<file path="config.mk">
export PLATFORM = sky130hd
export DESIGN_NAME = rename_reg_file
export DESIGN_NICKNAME = d
export VERILOG_FILES = /design/src/rtl/rename_reg_file_pkg.sv /design/src/rtl/rename_reg_file_rrf_read_port.sv /design/src/rtl/rename_reg_file.sv
export SDC_FILE = /design/constraint.sdc
export NUM_CORES = 2
export LEC_CHECK = 0
export CORE_ASPECT_RATIO = 0.9
export CORE_MARGIN = 1.5
export CORE_UTILIZATION = 46
export DETAILED_ROUTE_END_ITERATION = 12
export DONT_BUFFER_PORTS = 1
export GPL_TIMING_DRIVEN = 0
export PLACE_DENSITY = 0.61
export SYNTH_ARGS = -nofsm -noshare
export SYNTH_HDL_FRONTEND = slang
export SYNTH_SLANG_ARGS = --single-unit
</file>
<file path="constraint.sdc">
create_clock -name clk_in -period 49.2 [get_ports clk_in]
set_clock_uncertainty 0.1 [all_clocks]
set_input_delay 12.3 -clock clk_in [delete_from_list [all_inputs] [get_ports clk_in]]
set_output_delay 12.3 -clock clk_in [all_outputs]
set_load 0.02 [all_outputs]
</file>
<file path="src/rtl/rename_reg_file_pkg.sv">
// Shared constants and types for the rename register file.
// Optional same-cycle commit forwarding is enabled by defining COMMIT_BYPASS_EN.
package rename_reg_file_pkg;

    localparam int ROB_INDEX_BIT = 4;
    localparam int REG_NUM       = 32;
    localparam int REG_IDX_BIT   = 5;
    localparam int DATA_W        = 32;

    typedef logic [REG_IDX_BIT-1:0] reg_idx_t;
    typedef logic [DATA_W-1:0]      data_t;

    // x0 is architecturally zero and must never look busy
    function automatic logic is_x0(input reg_idx_t idx);
        return (idx == '0);
    endfunction

endpackage

</file>
<file path="src/rtl/rename_reg_file_rrf_read_port.sv">
// One decode operand read port: x0 masking plus optional commit forwarding
// (compiled in when COMMIT_BYPASS_EN is defined).
module rrf_read_port #(
    parameter int ROB_IDX_W = 4
) (
    input  logic [4:0]           idx_i,
    input  logic [31:0]          raw_val_i,
    input  logic                 raw_busy_i,
    input  logic [ROB_IDX_W-1:0] raw_tag_i,
`ifdef COMMIT_BYPASS_EN
    input  logic                 commit_en_i,
    input  logic [4:0]           commit_rd_i,
    input  logic [31:0]          commit_val_i,
    input  logic [ROB_IDX_W-1:0] commit_rob_id_i,
`endif
    output logic [31:0]          val_o,
    output logic                 busy_o,
    output logic [ROB_IDX_W-1:0] tag_o
);
    import rename_reg_file_pkg::*;

    always_comb begin
        val_o  = '0;
        busy_o = 1'b0;
        tag_o  = '0;
        if (!is_x0(idx_i)) begin
            val_o  = raw_val_i;
            busy_o = raw_busy_i;
            tag_o  = raw_tag_i;
`ifdef COMMIT_BYPASS_EN
            // Only the producer the register is waiting on may forward
            if (commit_en_i && (commit_rd_i == idx_i) && raw_busy_i &&
                (raw_tag_i == commit_rob_id_i)) begin
                val_o  = commit_val_i;
                busy_o = 1'b0;
            end
`endif
        end
    end

endmodule

</file>
<file path="src/rtl/rename_reg_file.sv">
// Architectural register file with per-register rename tags (issue renames, commit retires).
// Define COMMIT_BYPASS_EN to forward a retiring value to same-cycle operand reads.
module rename_reg_file #(
    parameter int REG_NUM   = rename_reg_file_pkg::REG_NUM,
    parameter int ROB_IDX_W = rename_reg_file_pkg::ROB_INDEX_BIT
) (
    input  logic                 clk_in,
    input  logic                 rst_in,
    input  logic                 rdy_in,
    input  logic                 clear_in,
    input  logic                 issue_en,
    input  logic [4:0]           issue_rd,
    input  logic [ROB_IDX_W-1:0] issue_rob_id,
    input  logic                 commit_en,
    input  logic [4:0]           commit_rd,
    input  logic [31:0]          commit_val,
    input  logic [ROB_IDX_W-1:0] commit_rob_id,
    input  logic [4:0]           rs1_idx,
    input  logic [4:0]           rs2_idx,
    output logic [31:0]          rs1_val,
    output logic                 rs1_busy,
    output logic [ROB_IDX_W-1:0] rs1_tag,
    output logic [31:0]          rs2_val,
    output logic                 rs2_busy,
    output logic [ROB_IDX_W-1:0] rs2_tag
);
    import rename_reg_file_pkg::*;

    logic [31:0]          val_q  [REG_NUM];
    logic                 busy_q [REG_NUM];
    logic [ROB_IDX_W-1:0] tag_q  [REG_NUM];

    logic [REG_NUM-1:0] commit_sel;
    logic [REG_NUM-1:0] issue_sel;
    logic [REG_NUM-1:0] retire_sel;

    // Per-register write decode; entry 0 never selects so x0 stays at its reset value
    generate
        for (genvar gi = 0; gi < REG_NUM; gi++) begin : g_decode
            if (gi == 0) begin : g_zero
                assign commit_sel[gi] = 1'b0;
                assign issue_sel[gi]  = 1'b0;
                assign retire_sel[gi] = 1'b0;
            end else begin : g_reg
                assign commit_sel[gi] = commit_en && (commit_rd == REG_IDX_BIT'(gi));
                assign issue_sel[gi]  = issue_en && (issue_rd == REG_IDX_BIT'(gi));
                assign retire_sel[gi] = commit_sel[gi] && busy_q[gi] &&
                                        (tag_q[gi] == commit_rob_id);
            end
        end
    endgenerate

    // Priority per register: flush > new rename > matching retire; value write is independent
    always_ff @(posedge clk_in or posedge rst_in) begin
        if (rst_in) begin
            for (int i = 0; i < REG_NUM; i++) begin
                val_q[i]  <= '0;
                busy_q[i] <= 1'b0;
                tag_q[i]  <= '0;
            end
        end else if (rdy_in) begin
            for (int i = 1; i < REG_NUM; i++) begin
                if (commit_sel[i]) begin
                    val_q[i] <= commit_val;
                end
                if (clear_in) begin
                    busy_q[i] <= 1'b0;
                end else if (issue_sel[i]) begin
                    busy_q[i] <= 1'b1;
                    tag_q[i]  <= issue_rob_id;
                end else if (retire_sel[i]) begin
                    busy_q[i] <= 1'b0;
                end
            end
        end
    end

    rrf_read_port #(
        .ROB_IDX_W(ROB_IDX_W)
    ) u_rs1_port (
        .idx_i           (rs1_idx),
        .raw_val_i       (val_q[rs1_idx]),
        .raw_busy_i      (busy_q[rs1_idx]),
        .raw_tag_i       (tag_q[rs1_idx]),
`ifdef COMMIT_BYPASS_EN
        .commit_en_i     (commit_en),
        .commit_rd_i     (commit_rd),
        .commit_val_i    (commit_val),
        .commit_rob_id_i (commit_rob_id),
`endif
        .val_o           (rs1_val),
        .busy_o          (rs1_busy),
        .tag_o           (rs1_tag)
    );

    rrf_read_port #(
        .ROB_IDX_W(ROB_IDX_W)
    ) u_rs2_port (
        .idx_i           (rs2_idx),
        .raw_val_i       (val_q[rs2_idx]),
        .raw_busy_i      (busy_q[rs2_idx]),
        .raw_tag_i       (tag_q[rs2_idx]),
`ifdef COMMIT_BYPASS_EN
        .commit_en_i     (commit_en),
        .commit_rd_i     (commit_rd),
        .commit_val_i    (commit_val),
        .commit_rob_id_i (commit_rob_id),
`endif
        .val_o           (rs2_val),
        .busy_o          (rs2_busy),
        .tag_o           (rs2_tag)
    );

endmodule

</file>
### After elaboration in Yosys (flattened, before gate mapping)

Cells that the tools add are included.

* input bits: 66
* register bits: 1147
* output and inout port bits: 74
* logic and storage cells: 558

* eq/ne operators: 93
* order comparisons: 2
* mux-type cells: 117
* bitwise gates (word level): 3
* reduce and logical (&&, ||, !) cells: 250

Operators by type and width (number)
* binary-select mux 32 bit (select 5 bit): 2
* 2-to-1 mux 32 bit: 6
* equality test 5 bit (second input constant): 32
* equality test 4 bit: 31
* logical AND 1 bit: 124
* AND reduction 2 bit: 62
* 2-to-1 mux 1 bit: 99
* AND reduction 3 bit: 31
* nonzero test 3 bit: 31
* equality test 5 x 4 -> 1 bit (second input constant): 16
* binary-select mux 4 bit (select 5 bit): 2
* equality test 5 x 3 -> 1 bit (second input constant): 8
* 2-to-1 mux 4 bit: 6
* equality test 5 x 2 -> 1 bit (second input constant): 4
* >= comparator 6 bit (second input constant): 2
* inverter 5 -> 6 bit: 2
* binary-select mux 1 bit (select 5 bit): 2
* equality test 5 x 1 -> 1 bit (second input constant): 2
* zero test 5 bit: 2
* inverter 1 bit: 1

### Depth between registers and ports, before layout

* depth in word-level cells: 7
* gate-level depth with buffers: 9
* mapped depth without buffers: 5

### Hierarchy

Synthesis repeated with hierarchy kept, for this count alone.

* cell total of the unflattened synthesis: 4534
* area, all modules: 63742.4 um2

Modules (own cells, without submodules)
* rename_reg_file: sequential area each 28702.5 um2, times used 1, area an instance 63024.2 um2, cells each 4444
* rrf_read_port: sequential area each 0.0 um2, times used 2, area an instance 359.1 um2, cells each 45

### Worst setup path after synthesis

OpenSTA, ideal clock, no wires.

* path type: input -> output
* start: input rs2_idx[1]
* end: output rs2_tag[0]
* data required time: 36800 ps
* data arrival time: 14114 ps
* stages: 7
* buffers on the path: 4
* slack: 22686 ps
* cell sequence: clkbuf_1 -> clkbuf_1 -> and2_1 -> buf_1 -> clkbuf_1 -> a221oi_1 -> nor3_1

* longest elaborated chain between the ends: 5
* elaborated cells on any way between the ends: 6
* those cells by class: mux: 4; bitwise: 1; reduce/logical: 1

Ends and longest elaborated chain
* start: declaration: line rename_reg_file.sv:19 `input logic [4:0] rs2_idx,`
* inverter 5 -> 6 bit (implied by the code): line rename_reg_file.sv:102 `.raw_tag_i (tag_q[rs2_idx]),`
* binary-select mux 4 bit (select 5 bit): line rename_reg_file.sv:102
* 2-to-1 mux 4 bit (implied by the code) (2 in a row): line rename_reg_file.sv:102
* 2-to-1 mux 4 bit *: line rename_reg_file_rrf_read_port.sv:26 `if (!is_x0(idx_i)) begin`
* end: declaration: line rename_reg_file.sv:25 `output logic [ROB_IDX_W-1:0] rs2_tag`

Mark *: on every way between the ends. The rest lies on a longest branch, timed or not. The select of a mux whose other input is x is not followed.

### Final worst setup path

* start: input rs2_idx[1]
* end: output rs2_val[27]

* longest elaborated chain between the ends: 5
* elaborated cells on any way between the ends: 6
* those cells by class: mux: 4; bitwise: 1; reduce/logical: 1

Ends and longest elaborated chain
* inverter 5 -> 6 bit (implied by the code): line rename_reg_file.sv:100 `.raw_val_i (val_q[rs2_idx]),`
* binary-select mux 32 bit (select 5 bit): line rename_reg_file.sv:100
* 2-to-1 mux 32 bit (implied by the code) (2 in a row): line rename_reg_file.sv:100
* 2-to-1 mux 32 bit *: line rename_reg_file_rrf_read_port.sv:26
* end: declaration: line rename_reg_file.sv:23 `output logic [31:0] rs2_val,`

Marked as above.

==> run_results.csv <==
group,metric,value,unit
run_status,status,"finished, violations left",
run_status,violations,"max-capacitance violations, max-slew violations",
place,dpl.hpwl,186500,microns
finish,layout_commonest_cell,"mux2_2",
critical_path,critPathArrivalTime,17.09,ns
cts,cts_root_buf,"clkbuf_16",
floorplanning,core_area,0.1353,sq mm
synth,syn_inst,4897,
cts,postCtsHoldBufs,0,
synth,synth.cell_area,0.06277,sq mm
floorplanning,start_util,46.38,%
routing,drc,0,
synth,ys_ff_latch,1147,
critical_path,cp-start-kind,"input pin",
finish,drive_gt1_share,36.60,%
routing,first_pass_iters,6,
routing,vias,48070,
cts,cts.repair.resized,0,
sta,relSlewSlack,-8.170,%
finish,seq_area,0.02870,sq mm
critical_path,crit_slowest_cell,"clkbuf_1",
finish,nFillCells,11860,
sta,worst_slack,19.71,ns
routing,ant_nets,0,
sta,finalCriticalPeriod,29.49,ns
place,portBuffers,0,
synth,synthTopCellsByArea,"dfrtp_1 (46%), mux2_2 (23%), mux2i_1 (9.6%), mux4_2 (5.3%), o22ai_1 (3.6%)",
power,power.density,38.07,mW/mm^2
sta,setup_viol,0,
cts,clk_path_buf_depth,3,
routing,routed_wl,268200,microns
sta,tightest_slew,1.623,ns
finish,final_nets,5112,
synth,yosys_warnings,37,
synth,ys.flop_type,"dfrtp_1",
critical_path,crit_top_cell,"clkbuf_1",
synth,synth_top_cell_by_area,"dfrtp_1",
hold_path,hp-start,"val_q[798]$_DFFE_PP0P_",
synth,async_flop_share,100.0,%
global_route,grt_pass1_wl,370000,microns
global_route,antenna_found_initial,20,
power,p_leak,31.78,nW
cts,postCtsSetupBuffers,0,
synth,synth_top_area_share,45.73,%
critical_path,path_buf_inv,4,
critical_path,crit_chain,"clkbuf_1, clkbuf_1, or2_2, clkbuf_1, clkbuf_1, o22ai_1, nor3_1, nor3_2",
critical_path,crit_fanout,10,
synth,synth_cell_types,47,
critical_path,crit_family,"buffers and inverters",
floorplanning,die_h,353.4,microns
synth,synth_seq_area_share,45.73,%
cts,cts_tree,"done",
power,vdd_ir_drop_max,0.03929,mV
critical_path,critical_path_class,"in2out",
cts,h-tree-depth,4,
sta,hold_violations,0,
finish,layout_common_cells,"mux2_2 (1303), dfrtp_1 (1147), mux2i_1 (604), o22ai_1 (364), clkbuf_1 (341)",
sta,setup-tns-final,0,ns
sta,rsz0062_at_grt,"false",
global_route,grt_usage,38.27,%
sta,holdWs,0.4243,ns
synth,syn-num-nets,4963,
finish,multiInputGateArea,0.03201,sq mm
critical_path,rr_startpoint,"tag_q[23]$_DFFE_PP0P_",
sta,post-route-period-util,59.94,%
routing,drt-vias-per-instance,6.882,
critical_path,critical_path.startpoint,"rs2_idx[1]",
floorplanning,rows,128,
place,dp_slack,20.28,ns
hold_path,min_path_type,"reg2reg",
cts,clock_latency,0.79,ns
cts,clk_pin_slew_worst_paths,0.05,ns
sta,timing.fmax,33.91,MHz
cts,cts_buffers,132,
routing,wl_per_cell,38.40,microns
global_route,grt_max_degree,124,
global_route,grt_pass1_vias,46900,
routing,drtIter0Drc,6470,
job,maxCapViolations,15,
floorplanning,die_x,392.4,microns
synth,synth_edf_count,0,
critical_path,critPathCaptureType,"output pin",
place,gp_congestion,0.9958,
finish,area_growth,11.40,%
critical_path,crit_path_max_incr_delay,1.25,ns
sta,slew_violations,145,
global_route,grt_overflow,0,
cts,cts.sinks,1147,
floorplanning,io_pins,140,
floorplanning,die_area,0.1387,sq mm
synth,syn_avg_cell_area,12.82,sq um
critical_path,cp.required,36.80,ns
[cell type report]
| type | instances | share of cell area (%) |
|---|---|---|
| Multi-Input combinational cell | 3242 | 45.77 |
| Antenna cell | 20 | 0.07157 |
| Sequential cell | 1147 | 41.05 |
| Clock inverter | 41 | 0.7819 |
| Clock buffer | 192 | 5.523 |
| Tap cell | 1820 | 3.256 |
| Timing Repair Buffer | 15 | 0.5189 |
| Inverter | 1 | 0.01610 |
| Buffer | 507 | 3.015 |
[report_power, final]
| part | internal [mW] | switching (mW) |
|---|---|---|
| registers | 1.06 | 0.0971 |
| logic | 0.216 | 0.256 |
| clock network | 0.599 | 0.432 |
[synth_stat cells, types with 29 or more instances]
library cell / count
nor3_1: 281
clkbuf_1: 317
mux2_2: 1303
mux2_4: 29
nor2_1: 40
xnor2_1: 43
mux4_2: 148
dfrtp_1: 1147
buf_2: 128
a221oi_1: 145
o22ai_1: 364
buf_1: 56
nand2_1: 50
xor2_1: 81
mux2i_1: 604
[per-layer routing]
| metal | vias up | track usage, % | part of all wire [%] |
|---|---|---|---|
| li1 | 18950 | - | - |
| met3 | 790 | 13.69 | 13 |
| met5 | - | 0 | 0.077 |
| met4 | 12 | 20.28 | 5.9 |
| met2 | 3193 | 53.72 | 42 |
| met1 | 25130 | 51.55 | 40 |
[worst reg2reg max path: cells and delay by family, from the launching register on]
family,cells,cell delay [ns]
AO/OA/AOI/OAI,1,0.31
XOR/XNOR,1,0.19
flip-flops,1,0.44
AND/OR/NAND/NOR,2,0.45
[stage by stage]
stage               instance area (sq um)  total power, mW  util (%)  std cells
finish                              69930            2.662     51.67       6985
global route                        69900            2.736     51.65       6972
CTS                                 69860            2.646     51.62       6965
detailed placement                  65450            1.626     48.37       6732
global placement                    65050            1.613     48.07       6717
floorplan                           62770            1.471         -       4897
[worst paths after layout]
path / end / slack (ns) / depth (start not counted)
max: rs2_val[27] / 19.71 / 8
min in group asynchronous: tag_q[77]$_DFFE_PP0P_ / 11.34 / 1
min: val_q[798]$_DFFE_PP0P_ / 0.42 / 1
min reg2reg: val_q[798]$_DFFE_PP0P_ / 0.42 / 1
max reg2reg: busy_q[5]$_DFFE_PP0P_ / 47.61 / 4
max in group asynchronous: val_q[106]$_DFFE_PP0P_ / 35.56 / 4
[kinds of logic after synthesis]
logic type | after synthesis | synth area share, %
multiplexers | 2084 | 39.01
flip-flops | 1147 | 45.73
AO/OA/AOI/OAI | 556 | 6.265
buffers and inverters | 508 | 3.347
AND/OR/NAND/NOR | 478 | 3.921
XOR/XNOR | 124 | 1.730
[sequential cells by signal (all words and copies together), names as in the netlist]
register / count
tag_q: 124
val_q: 992
busy_q: 31
(Power assumes the default switching activity.)
